<file path="src/rtl/ex_mem_stage_reg.sv">
// EX/MEM pipeline register: captures EX-stage results and MEM/WB control,
// supports stall (hold) and flush (bubble), and derives the branch-taken
// and EX-forwarding match flags from the registered state.
module ex_mem_stage_reg #(
    parameter int unsigned DATA_W = 32,
    parameter int unsigned REG_W  = 5
) (
    input  logic              Clk,
    input  logic              Rst,
    input  logic              Stall,
    input  logic              Flush,
    input  logic [REG_W-1:0]  RegDest_EX,
    input  logic [DATA_W-1:0] ALUResult_EX,
    input  logic [DATA_W-1:0] RtData_EX,
    input  logic [DATA_W-1:0] BranchAddr_EX,
    input  logic              Zero_EX,
    input  logic              RegWrite_EX,
    input  logic              MemtoReg_EX,
    input  logic              MemRead_EX,
    input  logic              MemWrite_EX,
    input  logic              Branch_EX,
    input  logic [REG_W-1:0]  Rs_ID,
    input  logic [REG_W-1:0]  Rt_ID,
    output logic [REG_W-1:0]  RegDest_MEM,
    output logic [DATA_W-1:0] ALUResult_MEM,
    output logic [DATA_W-1:0] RtData_MEM,
    output logic [DATA_W-1:0] BranchAddr_MEM,
    output logic              Zero_MEM,
    output logic              RegWrite_MEM,
    output logic              MemtoReg_MEM,
    output logic              MemRead_MEM,
    output logic              MemWrite_MEM,
    output logic              Branch_MEM,
    output logic              PCSrc_MEM,
    output logic              FwdRs_MEM,
    output logic              FwdRt_MEM
);

    // Register bank: reset and flush both load an all-zero bubble; stall holds.
    always_ff @(posedge Clk) begin
        if (!Rst || Flush) begin
            RegDest_MEM    <= '0;
            ALUResult_MEM  <= '0;
            RtData_MEM     <= '0;
            BranchAddr_MEM <= '0;
            Zero_MEM       <= 1'b0;
            RegWrite_MEM   <= 1'b0;
            MemtoReg_MEM   <= 1'b0;
            MemRead_MEM    <= 1'b0;
            MemWrite_MEM   <= 1'b0;
            Branch_MEM     <= 1'b0;
        end else if (!Stall) begin
            RegDest_MEM    <= RegDest_EX;
            ALUResult_MEM  <= ALUResult_EX;
            RtData_MEM     <= RtData_EX;
            BranchAddr_MEM <= BranchAddr_EX;
            Zero_MEM       <= Zero_EX;
            RegWrite_MEM   <= RegWrite_EX;
            MemtoReg_MEM   <= MemtoReg_EX;
            MemRead_MEM    <= MemRead_EX;
            MemWrite_MEM   <= MemWrite_EX;
            Branch_MEM     <= Branch_EX;
        end
    end

    // Branch-taken and forwarding flags; $0 is never a forwarding source.
    always_comb begin
        PCSrc_MEM = Branch_MEM & Zero_MEM;
        FwdRs_MEM = 1'b0;
        FwdRt_MEM = 1'b0;
        if (RegWrite_MEM && (RegDest_MEM != '0)) begin
            FwdRs_MEM = (RegDest_MEM == Rs_ID);
            FwdRt_MEM = (RegDest_MEM == Rt_ID);
        end
    end

endmodule

</file>
<file path="config.mk">
export PLATFORM = sky130hd
export DESIGN_NAME = ex_mem_stage_reg
export DESIGN_NICKNAME = d
export VERILOG_FILES = /design/src/rtl/ex_mem_stage_reg.sv
export SDC_FILE = /design/constraint.sdc
export NUM_CORES = 1
export LEC_CHECK = 0
export BUFFER_PORTS_ARGS = -buffer_cell sky130_fd_sc_hd__clkbuf_2
export CAP_MARGIN = 20
export CORE_UTILIZATION = 39
export CTS_BUF_LIST = sky130_fd_sc_hd__clkbuf_16
export DETAILED_ROUTE_END_ITERATION = 8
export PLACE_DENSITY = 0.85
export SLEW_MARGIN = 30
export SYNTH_ARGS = -nofsm -noshare
export SYNTH_HDL_FRONTEND = slang
export SYNTH_SLANG_ARGS = --single-unit
</file>
<file path="constraint.sdc">
create_clock -name Clk -period 1.2 [get_ports Clk]
set_input_delay 0.18 -clock Clk [delete_from_list [all_inputs] [get_ports Clk]]
set_output_delay 0.18 -clock Clk [all_outputs]
set_load 0.05 [all_outputs]
</file>
==> results.sh, run 1 <==
export IMPL_final_cell_count_no_fill=733
export IMPL_dp_hpwl_mm=7.43
export IMPL_maxSlewViolCount=0
export IMPL_synth_warnings=0
export IMPL_die_h_um=102
export IMPL_ys_seq_area_share_pct=54.8
export IMPL_final_cell_mix="clkbuf_2, mux2i_1, nor2_1, dfxtp_1, buf_4"
export IMPL_clkTransAtPathRegs_ns=0.08
export IMPL_num_vias=3415
export IMPL_cellPowerDensity_nw_per_um2=1400
export IMPL_rsz0062_at_grt="true"
export IMPL_fin_area_um2=5700
export IMPL_initial_core_util_pct=40.2
export IMPL_wl_per_cell_um=13.3
export IMPL_clk_latency_ns=0.33
export IMPL_numClockSinks=107
export IMPL_drt_wl_total_mm=9.73
export IMPL_final_setup_worst_slack_ns=-0.585
export IMPL_critPathMaxFanout=2
export IMPL_htreeDepth=3
export IMPL_max_freq_mhz=560
export IMPL_drt_vias_per_instance=4.66
export IMPL_worstSetupStartpointType="flop"
export IMPL_core_area_um2=9730
export IMPL_fill_cells=855
export IMPL_grt_max_degree=59
export IMPL_maxSlewHeadroom_pct=78.8
export IMPL_cap_violations=0
export IMPL_cpMaxStageDelayCell="or4_4"
export IMPL_vdd_drop_max_uv=875
export IMPL_grt_overflow=0
export IMPL_grt_pass1_wl_mm=14.2
export IMPL_dpl_cell_area_um2=5300
export IMPL_syn_to_final_growth_pct=45.9
export IMPL_dp_cells=716
export IMPL_die_x_um=102
export IMPL_rows=36
export IMPL_cts_root_buf="clkbuf_16"
export IMPL_fin_crit_ns=1.79
export IMPL_cp_cell_sequence="or4_4 > nor2_4 > nor4_4 > buf_8"
export IMPL_synth_cell_types=15
export IMPL_final_common_cell="clkbuf_2"
export IMPL_clockBufferDepth=2
export IMPL_setup_violations=2
export IMPL_dieArea_um2=10400
export IMPL_avgSynthCellArea_um2=10.8
export IMPL_firstDrtPassIters=6
export IMPL_drtIter0Drc=66
export IMPL_num_antenna_cells=0
export IMPL_syn_area_um2=3910
export IMPL_synth_cells=363
export IMPL_setup_tns_ns=-1.17
export IMPL_pin_count=231
export IMPL_cp_end_kind="output port"
export IMPL_design_power_total_mw=8.00
export IMPL_criticalPathCategory="reg2out"
export IMPL_port_buffers=230
export IMPL_whs_ns=0.0716
export IMPL_dp_slack_ns=-0.348
export IMPL_drive_gt1_share_pct=45.8
export IMPL_skew_ns=0
export IMPL_hold_viol=0
export IMPL_violations="negative setup slack"
export IMPL_max_slew_worst_pin_slew_ns=0.317
export IMPL_status="complete, but fails checks"
export IMPL_track_usage_pct=17.4
export IMPL_worstPathRequired_ns=1.02
export IMPL_synth_nets=484
export IMPL_ant_nets=0
export IMPL_place_congestion=0.938
export IMPL_antenna_found_initial=0
export IMPL_slowest_delay_ns=0.54
export IMPL_cts_tree="done"
export IMPL_fin_util_pct=58.6
export IMPL_grt_pass1_vias=3255
export IMPL_cp_data_arrival_time_ns=1.61
export IMPL_fin_nets=716
export IMPL_cts_buffers=9
export IMPL_drc=0
export IMPL_p_leak_nw=2.98
export IMPL_cts_hold_buf=0
export IMPL_period_share_pct=149
export IMPL_min_path_type="in2reg"
export IMPL_synth_seq_cells=107
==> worst max-delay path: cells and delay by family, from the launching register on <==
| kind | cells | cell delay [ns] |
|---|---|---|
| AND/OR/NAND/NOR | 3 | 0.79 |
| flip-flops | 1 | 0.32 |
| buffers and inverters | 1 | 0.16 |
==> report_power, final <==
part | total (mW) | internal (mW) | switching [mW] | leakage, nW
sequential | 3.73 | 3.66 | 0.0659 | 0.876
combinational | 1.26 | 0.473 | 0.792 | 1.96
clock | 3.01 | 1.66 | 1.35 | 0.150
==> worst paths after layout <==
path              cells after the start                              to  slack [ns]                            from
hold reg to reg                       2  ALUResult_MEM[26]$_SDFFE_PP0N_        0.50  ALUResult_MEM[26]$_SDFFE_PP0N_
setup / recovery                      4                       FwdRt_MEM       -0.59     RegDest_MEM[0]$_SDFFE_PP0N_
hold / removal                        3     RtData_MEM[26]$_SDFFE_PP0N_        0.07                   RtData_EX[26]
setup reg to reg                      3     RegDest_MEM[3]$_SDFFE_PP0N_        0.39     RegDest_MEM[3]$_SDFFE_PP0N_
==> timing repair <==
item	in CTS	in global routing
setup buffers	0	1
setup endpoints to repair	8	9
gates resized for setup	20	8
pin swaps	2	3
==> metal layers <==
metal  global-route usage (%)  wire length (µm)  up-vias
met2                     32.3              5000      155
met1                     17.8              3750     1570
met3                     5.13               679       25
li1                         -                 -     1665
met4                     8.57               291        0
met5                        0                 0        -
==> kinds of logic (layout without fill, tap and decap cells) <==
| family | after synthesis | count (layout) | synth area share (%) |
|---|---|---|---|
| buffers and inverters | 24 | 261 | 4.00 |
| xor gates and xnor gates | 10 | 10 | 2.24 |
| muxes | 107 | 107 | 27.4 |
| DFF | 107 | 107 | 54.8 |
| and+or+nand+nor | 115 | 115 | 11.6 |
==> layout make-up <==
type                    count  area [µm²]  area share, %
flip-flops and latches    107        2160           37.9
clock buffers               9         225           3.95
multi-input cells         232        1660           29.1
clock inverters             7        82.6           1.45
well taps                 133         166           2.92
repair buffers            245        1410           24.7
==> registers in the layout, indices dropped and copies added (netlist names) <==
signal          count
ALUResult_MEM      32
BranchAddr_MEM     32
Branch_MEM          1
MemRead_MEM         1
MemWrite_MEM        1
MemtoReg_MEM        1
RegDest_MEM         5
RegWrite_MEM        1
RtData_MEM         32
Zero_MEM            1
==> cell usage after synthesis <==
cell type | n | area share, %
nor2_2 | 1 | 0.16
buf_6 | 4 | 1.2
buf_4 | 8 | 1.5
xnor2_1 | 6 | 1.3
dfxtp_1 | 107 | 55
buf_2 | 5 | 0.64
nand2b_1 | 1 | 0.16
nor2_1 | 107 | 10
nand4_1 | 2 | 0.32
clkbuf_1 | 7 | 0.67
and2_1 | 1 | 0.16
nor4_1 | 2 | 0.32
mux2i_1 | 107 | 27
xor2_1 | 4 | 0.90
or4_1 | 1 | 0.19
Note: power is estimated with default switching activity, not from simulation.
==> inputs of run 2 (changes only) <==
--- a/config.mk
+++ b/config.mk
@@ -9,8 +9,9 @@
 export CAP_MARGIN = 20
 export CORE_UTILIZATION = 39
 export CTS_BUF_LIST = sky130_fd_sc_hd__clkbuf_16
+export CTS_CLUSTER_SIZE = 25
 export DETAILED_ROUTE_END_ITERATION = 8
-export PLACE_DENSITY = 0.85
+export PLACE_DENSITY = 0.76
 export SLEW_MARGIN = 30
 export SYNTH_ARGS = -nofsm -noshare
 export SYNTH_HDL_FRONTEND = slang
==> run 2 against run 1 <==
  * The flow still finishes with violations (negative setup slack)
  * Routed wire length down 2.3%
  * Combinational power about the same
  * Die area unchanged
  * Utilization up 0.62 points
  * Via count down 2.0%
  * Design area up 1.1%
  * Sequential share of layout area down 0.39 points
  * Power up 1.9%
  * Sequential power about the same
  * Global-route usage up 0.33 points
  * Critical path type unchanged
  * Critical endpoint unchanged
  * Largest cell class unchanged
  * Largest power group unchanged
==> results.sh, run 2 (same netlist as run 1, synthesis figures left out) <==
export IMPL_final_cell_mix="clkbuf_2, mux2i_1, nor2_1, dfxtp_1, clkbuf_16"
export IMPL_grt_pass1_wl_mm=14.4
export IMPL_max_slew_worst_pin_slew_ns=0.307
export IMPL_rows=36
export IMPL_fin_crit_ns=1.79
export IMPL_port_buffers=230
export IMPL_status="complete, but fails checks"
export IMPL_grt_overflow=0
export IMPL_top_regs="ALUResult_MEM: 32 flops, BranchAddr_MEM: 32 flops, RtData_MEM: 32 flops"
export IMPL_skew_ns=0
export IMPL_crit_end="FwdRt_MEM"
export IMPL_design_power_total_mw=8.15
export IMPL_period_share_pct=149
export IMPL_reg2reg_depth=3
export IMPL_min_path_type="in2reg"
export IMPL_clk_latency_ns=0.33
export IMPL_ant_nets=0
export IMPL_multiInputGateArea_um2=1670
export IMPL_fill_cells=843
export IMPL_fin_area_um2=5760
export IMPL_whs_ns=0.0732
export IMPL_crit_start="RegDest_MEM[0]$_SDFFE_PP0N_"
export IMPL_drt_wl_total_mm=9.50
export IMPL_drive_gt1_share_pct=46.1
export IMPL_num_vias=3346
export IMPL_die_x_um=102
export IMPL_grt_pass1_vias=3152
export IMPL_initial_core_util_pct=40.2
export IMPL_drtIter0Drc=74
export IMPL_antenna_found_initial=0
export IMPL_vdd_drop_max_uv=1020
export IMPL_cts_hold_buf=0
export IMPL_numClockSinks=107
export IMPL_cts_root_buf="clkbuf_16"
export IMPL_critPathMaxFanout=2
export IMPL_setup_tns_ns=-1.17
export IMPL_htreeDepth=3
export IMPL_maxSlewViolCount=0
export IMPL_cp_end_kind="output port"
export IMPL_wl_per_cell_um=12.9
export IMPL_dpl_cell_area_um2=5310
export IMPL_hold_viol=0
export IMPL_clockBufferDepth=2
export IMPL_die_h_um=102
export IMPL_worstPathRequired_ns=1.02
export IMPL_grt_max_degree=56
export IMPL_pin_count=231
export IMPL_place_congestion=0.801
export IMPL_firstDrtPassIters=4
export IMPL_dieArea_um2=10400
export IMPL_syn_to_final_growth_pct=47.4
export IMPL_rsz0062_at_grt="true"
export IMPL_seq_area_um2=2160
export IMPL_core_area_um2=9730
export IMPL_r2r_slack_ns=0.40
export IMPL_cts_buffers=9
export IMPL_cellPowerDensity_nw_per_um2=1410
export IMPL_violations="negative setup slack"
export IMPL_setup_violations=2
export IMPL_p_leak_nw=3.01
export IMPL_fin_nets=717
export IMPL_cts_tree="done"
export IMPL_cap_violations=0
export IMPL_worstSetupStartpointType="flop"
export IMPL_criticalPathCategory="reg2out"
export IMPL_maxSlewHeadroom_pct=79.7
export IMPL_rr_startpoint="RegDest_MEM[1]$_SDFFE_PP0N_"
export IMPL_track_usage_pct=17.8
export IMPL_final_common_cell="clkbuf_2"
export IMPL_min_from="BranchAddr_EX[22]"
export IMPL_dp_hpwl_mm=7.20
export IMPL_max_freq_mhz=559
export IMPL_r2r_end="RegDest_MEM[1]$_SDFFE_PP0N_"
export IMPL_drc=0
export IMPL_fin_util_pct=59.2
export IMPL_cp_data_arrival_time_ns=1.61
export IMPL_clkTransAtPathRegs_ns=0.07
export IMPL_num_antenna_cells=0
export IMPL_drt_vias_per_instance=4.56
export IMPL_final_setup_worst_slack_ns=-0.590
[run 2: routing by layer]
layer / vias to the layer above / track usage (%) / wire [µm]
li1: 1670 / - / -
met1: 1523 / 18.7 / 3790
met2: 138 / 32.2 / 4820
met3: 15 / 4.92 / 688
met4: 0 / 9.23 / 205
met5: - / 0 / 0
[run 2: area by class of cell]
class / count / area share (%)
clock inverters: 7 / 1.72
repair buffers: 246 / 25.1
clock buffers: 9 / 3.91
multi-input cells: 232 / 28.9
well taps: 133 / 2.89
flip-flops and latches: 107 / 37.5
[run 2: stage by stage]
| step | cells | worst slack (ns) |
|---|---|---|
| floorplan | 363 | -0.406 |
| global placement | 717 | -0.313 |
| detailed placement | 717 | -0.335 |
| CTS | 733 | -0.606 |
| global route | 734 | -0.638 |
| finish | 734 | -0.590 |
[run 2: power breakdown]
| group | internal, mW | switching [mW] | leakage (nW) |
|---|---|---|---|
| Combinational | 0.481 | 0.786 | 1.98 |
| Sequential | 3.66 | 0.0655 | 0.876 |
| Clock | 1.84 | 1.31 | 0.156 |
[run 2: worst min path at each step]
stage	endpoint	slack, ns	depth (start not counted)
after floorplan	RegDest_MEM[1]$_SDFFE_PP0N_	0.32	2
after global placement	RtData_MEM[10]$_SDFFE_PP0N_	0.41	3
after detailed placement	RtData_MEM[22]$_SDFFE_PP0N_	0.42	3
after CTS	RtData_MEM[22]$_SDFFE_PP0N_	0.06	3
after global routing	RtData_MEM[23]$_SDFFE_PP0N_	0.07	3
final	BranchAddr_MEM[22]$_SDFFE_PP0N_	0.07	3
[run 2: timing repair]
item                       CTS  global route
pin swaps                    3             7
resized for setup           25             5
setup endpoints to repair    9             7
setup buffers                0             1
[run 2: critical path, stage by stage (launching register included)]
cell and delay [ns]:
dfxtp_2 0.32, or4_4 0.54, nor2_4 0.16, nor4_4 0.07, clkbuf_8 0.18
==> inputs of run 3 (changes only) <==
--- a/config.mk
+++ b/config.mk
@@ -7,11 +7,11 @@
 export LEC_CHECK = 0
 export BUFFER_PORTS_ARGS = -buffer_cell sky130_fd_sc_hd__clkbuf_2
 export CAP_MARGIN = 20
-export CORE_UTILIZATION = 39
+export CORE_UTILIZATION = 40
 export CTS_BUF_LIST = sky130_fd_sc_hd__clkbuf_16
 export CTS_CLUSTER_SIZE = 25
 export DETAILED_ROUTE_END_ITERATION = 8
-export PLACE_DENSITY = 0.76
+export PLACE_DENSITY = 0.75
 export SLEW_MARGIN = 30
 export SYNTH_ARGS = -nofsm -noshare
 export SYNTH_HDL_FRONTEND = slang
==> constraint.sdc (replaced) <==
create_clock -name Clk -period 1.9 [get_ports Clk]
set_input_delay 0.285 -clock Clk [delete_from_list [all_inputs] [get_ports Clk]]
set_output_delay 0.285 -clock Clk [all_outputs]
set_load 0.05 [all_outputs]
==> run 3 against run 2 <==
  * The run now ends clean
  * Power decreased by 41%
  * Sequential share of layout area increased by 1.2 points
  * Routed wire length about the same
  * Worst hold slack improved by 0.11 ns
  * Via count decreased by 0.45%
  * First-iteration DRC count increased by 35%
  * Clock-buffer cell count unchanged
  * Critical path depth unchanged
  * Setup slack improved by 0.61 ns
  * Design area decreased by 3.4%
  * Clock power decreased by 47%
  * Critical endpoint unchanged
  * Largest power group unchanged
==> results.sh, run 3 (same netlist as run 1, synthesis figures left out) <==
export IMPL_status="complete, no violations"
export IMPL_num_antenna_cells=0
export IMPL_fill_cells=864
export IMPL_die_x_um=101
export IMPL_fin_util_pct=59.4
export IMPL_skew_ns=0
export IMPL_cp_end_kind="output port"
export IMPL_hold_viol=0
export IMPL_antenna_found_initial=0
export IMPL_max_slew_worst_pin_slew_ns=0.453
export IMPL_fin_nets=710
export IMPL_min_path_type="in2reg"
export IMPL_grt_pass1_vias=3316
export IMPL_rows=35
export IMPL_drt_vias_per_instance=4.61
export IMPL_dieArea_um2=10200
export IMPL_ant_nets=0
export IMPL_maxSlewViolCount=0
export IMPL_clockBufferDepth=2
export IMPL_slowest_delay_ns=0.52
export IMPL_dp_cells=706
export IMPL_p_leak_nw=2.92
export IMPL_fin_crit_ns=1.88
export IMPL_numClockSinks=107
export IMPL_worstPathRequired_ns=1.62
export IMPL_worstSetupStartpointType="flop"
export IMPL_final_common_cell="clkbuf_2"
export IMPL_drc=0
export IMPL_rsz0062_at_grt="true"
export IMPL_cts_buffers=9
export IMPL_clkTransAtPathRegs_ns=0.07
export IMPL_drt_wl_total_mm=9.51
export IMPL_cts_hold_buf=0
export IMPL_critPathMaxFanout=2
export IMPL_setup_violations=0
export IMPL_cp_data_arrival_time_ns=1.60
export IMPL_design_power_total_mw=4.81
export IMPL_grt_max_degree=63
export IMPL_dp_hpwl_mm=7.30
export IMPL_max_freq_mhz=531
export IMPL_cpMaxStageDelayCell="or4_4"
export IMPL_core_area_um2=9370
export IMPL_cpLargestDelayFamily="simple AND/OR/NAND/NOR gates"
export IMPL_wl_per_cell_um=13.1
export IMPL_htreeDepth=3
export IMPL_cts_tree="done"
export IMPL_pin_count=231
export IMPL_drtIter0Drc=100
export IMPL_multiInputGateArea_um2=1670
export IMPL_final_cell_count_no_fill=723
export IMPL_place_congestion=0.836
export IMPL_syn_to_final_growth_pct=42.4
export IMPL_num_vias=3331
export IMPL_period_share_pct=99.1
export IMPL_cap_violations=0
export IMPL_port_buffers=230
export IMPL_initial_core_util_pct=41.7
export IMPL_maxSlewHeadroom_pct=69.8
export IMPL_whs_ns=0.180
export IMPL_vdd_drop_max_uv=408
export IMPL_cts_root_buf="clkbuf_16"
export IMPL_final_cell_mix="clkbuf_2, mux2i_1, nor2_1, dfxtp_1, clkbuf_16"
export IMPL_drive_gt1_share_pct=44.3
export IMPL_seq_area_um2=2150
export IMPL_path_buf_inv=1
export IMPL_cellPowerDensity_nw_per_um2=864
export IMPL_clk_latency_ns=0.33
export IMPL_grt_overflow=0
export IMPL_die_h_um=101
export IMPL_top_regs="ALUResult_MEM: 32 flops, BranchAddr_MEM: 32 flops, RtData_MEM: 32 flops"
export IMPL_track_usage_pct=18.3
export IMPL_firstDrtPassIters=5
export IMPL_cp_cell_sequence="or4_4 > nor2_4 > nor4_4 > buf_8"
export IMPL_grt_pass1_wl_mm=14.7
export IMPL_criticalPathCategory="reg2out"
## run 3: final cells by class
class                      instances  area share, %
sequential                       107           38.6
multi-input combinational        232           29.9
timing repair buffer             239           23.7
clock buffer                       9           4.04
tap                              129           2.90
clock inverter                     7          0.809
## run 3: metal layers
metal	wire length [µm]	share of wire (%)	global-route usage, %	vias to the layer above
li1	-	-	-	1657
met1	3780	40	19.7	1507
met2	4690	49	32.4	157
met3	911	9.6	7.77	10
met4	132	1.4	6.24	0
met5	0	0	0	-
## run 3: stage by stage
step | cell area (µm²) | TNS, ns | setup slack [ns]
5_1_grt | 5570 | -0.0487 | -0.0265
4_1_cts | 5570 | -0.0488 | -0.0262
3_5_place_dp | 5250 | 0 | 0.181
3_3_place_gp | 5250 | 0 | 0.215
2_1_floorplan | 3940 | 0 | 0.0325
6_report | 5570 | 0 | 0.0179
## run 3: timing repair
item                       in CTS  in global routing
setup endpoints to repair       2                  2
resized for setup              10                  2
setup buffers                   1                  0
pin swaps                       2                  3
## run 3: tightest hold or removal path: stages
cell and delay (ns):
clkbuf_2 0.07, mux2i_1 0.05, nor2_1 0.07
## run 3: final timing paths
check                         startpoint                           to  slack [ns]  cells past startpoint
max          RegDest_MEM[4]$_SDFFE_PP0N_                    FwdRt_MEM        0.02                      4
min                        RtData_EX[10]  RtData_MEM[10]$_SDFFE_PP0N_        0.18                      3
max reg2reg  RegDest_MEM[4]$_SDFFE_PP0N_  RegDest_MEM[4]$_SDFFE_PP0N_        1.11                      3
min reg2reg   RtData_MEM[7]$_SDFFE_PP0N_   RtData_MEM[7]$_SDFFE_PP0N_        0.50                      2
## run 3: report_power, final
part	internal, mW	total [mW]	switching (mW)
Combinational	0.291	0.784	0.493
Clock	0.884	1.67	0.786
Sequential	2.31	2.36	0.0422
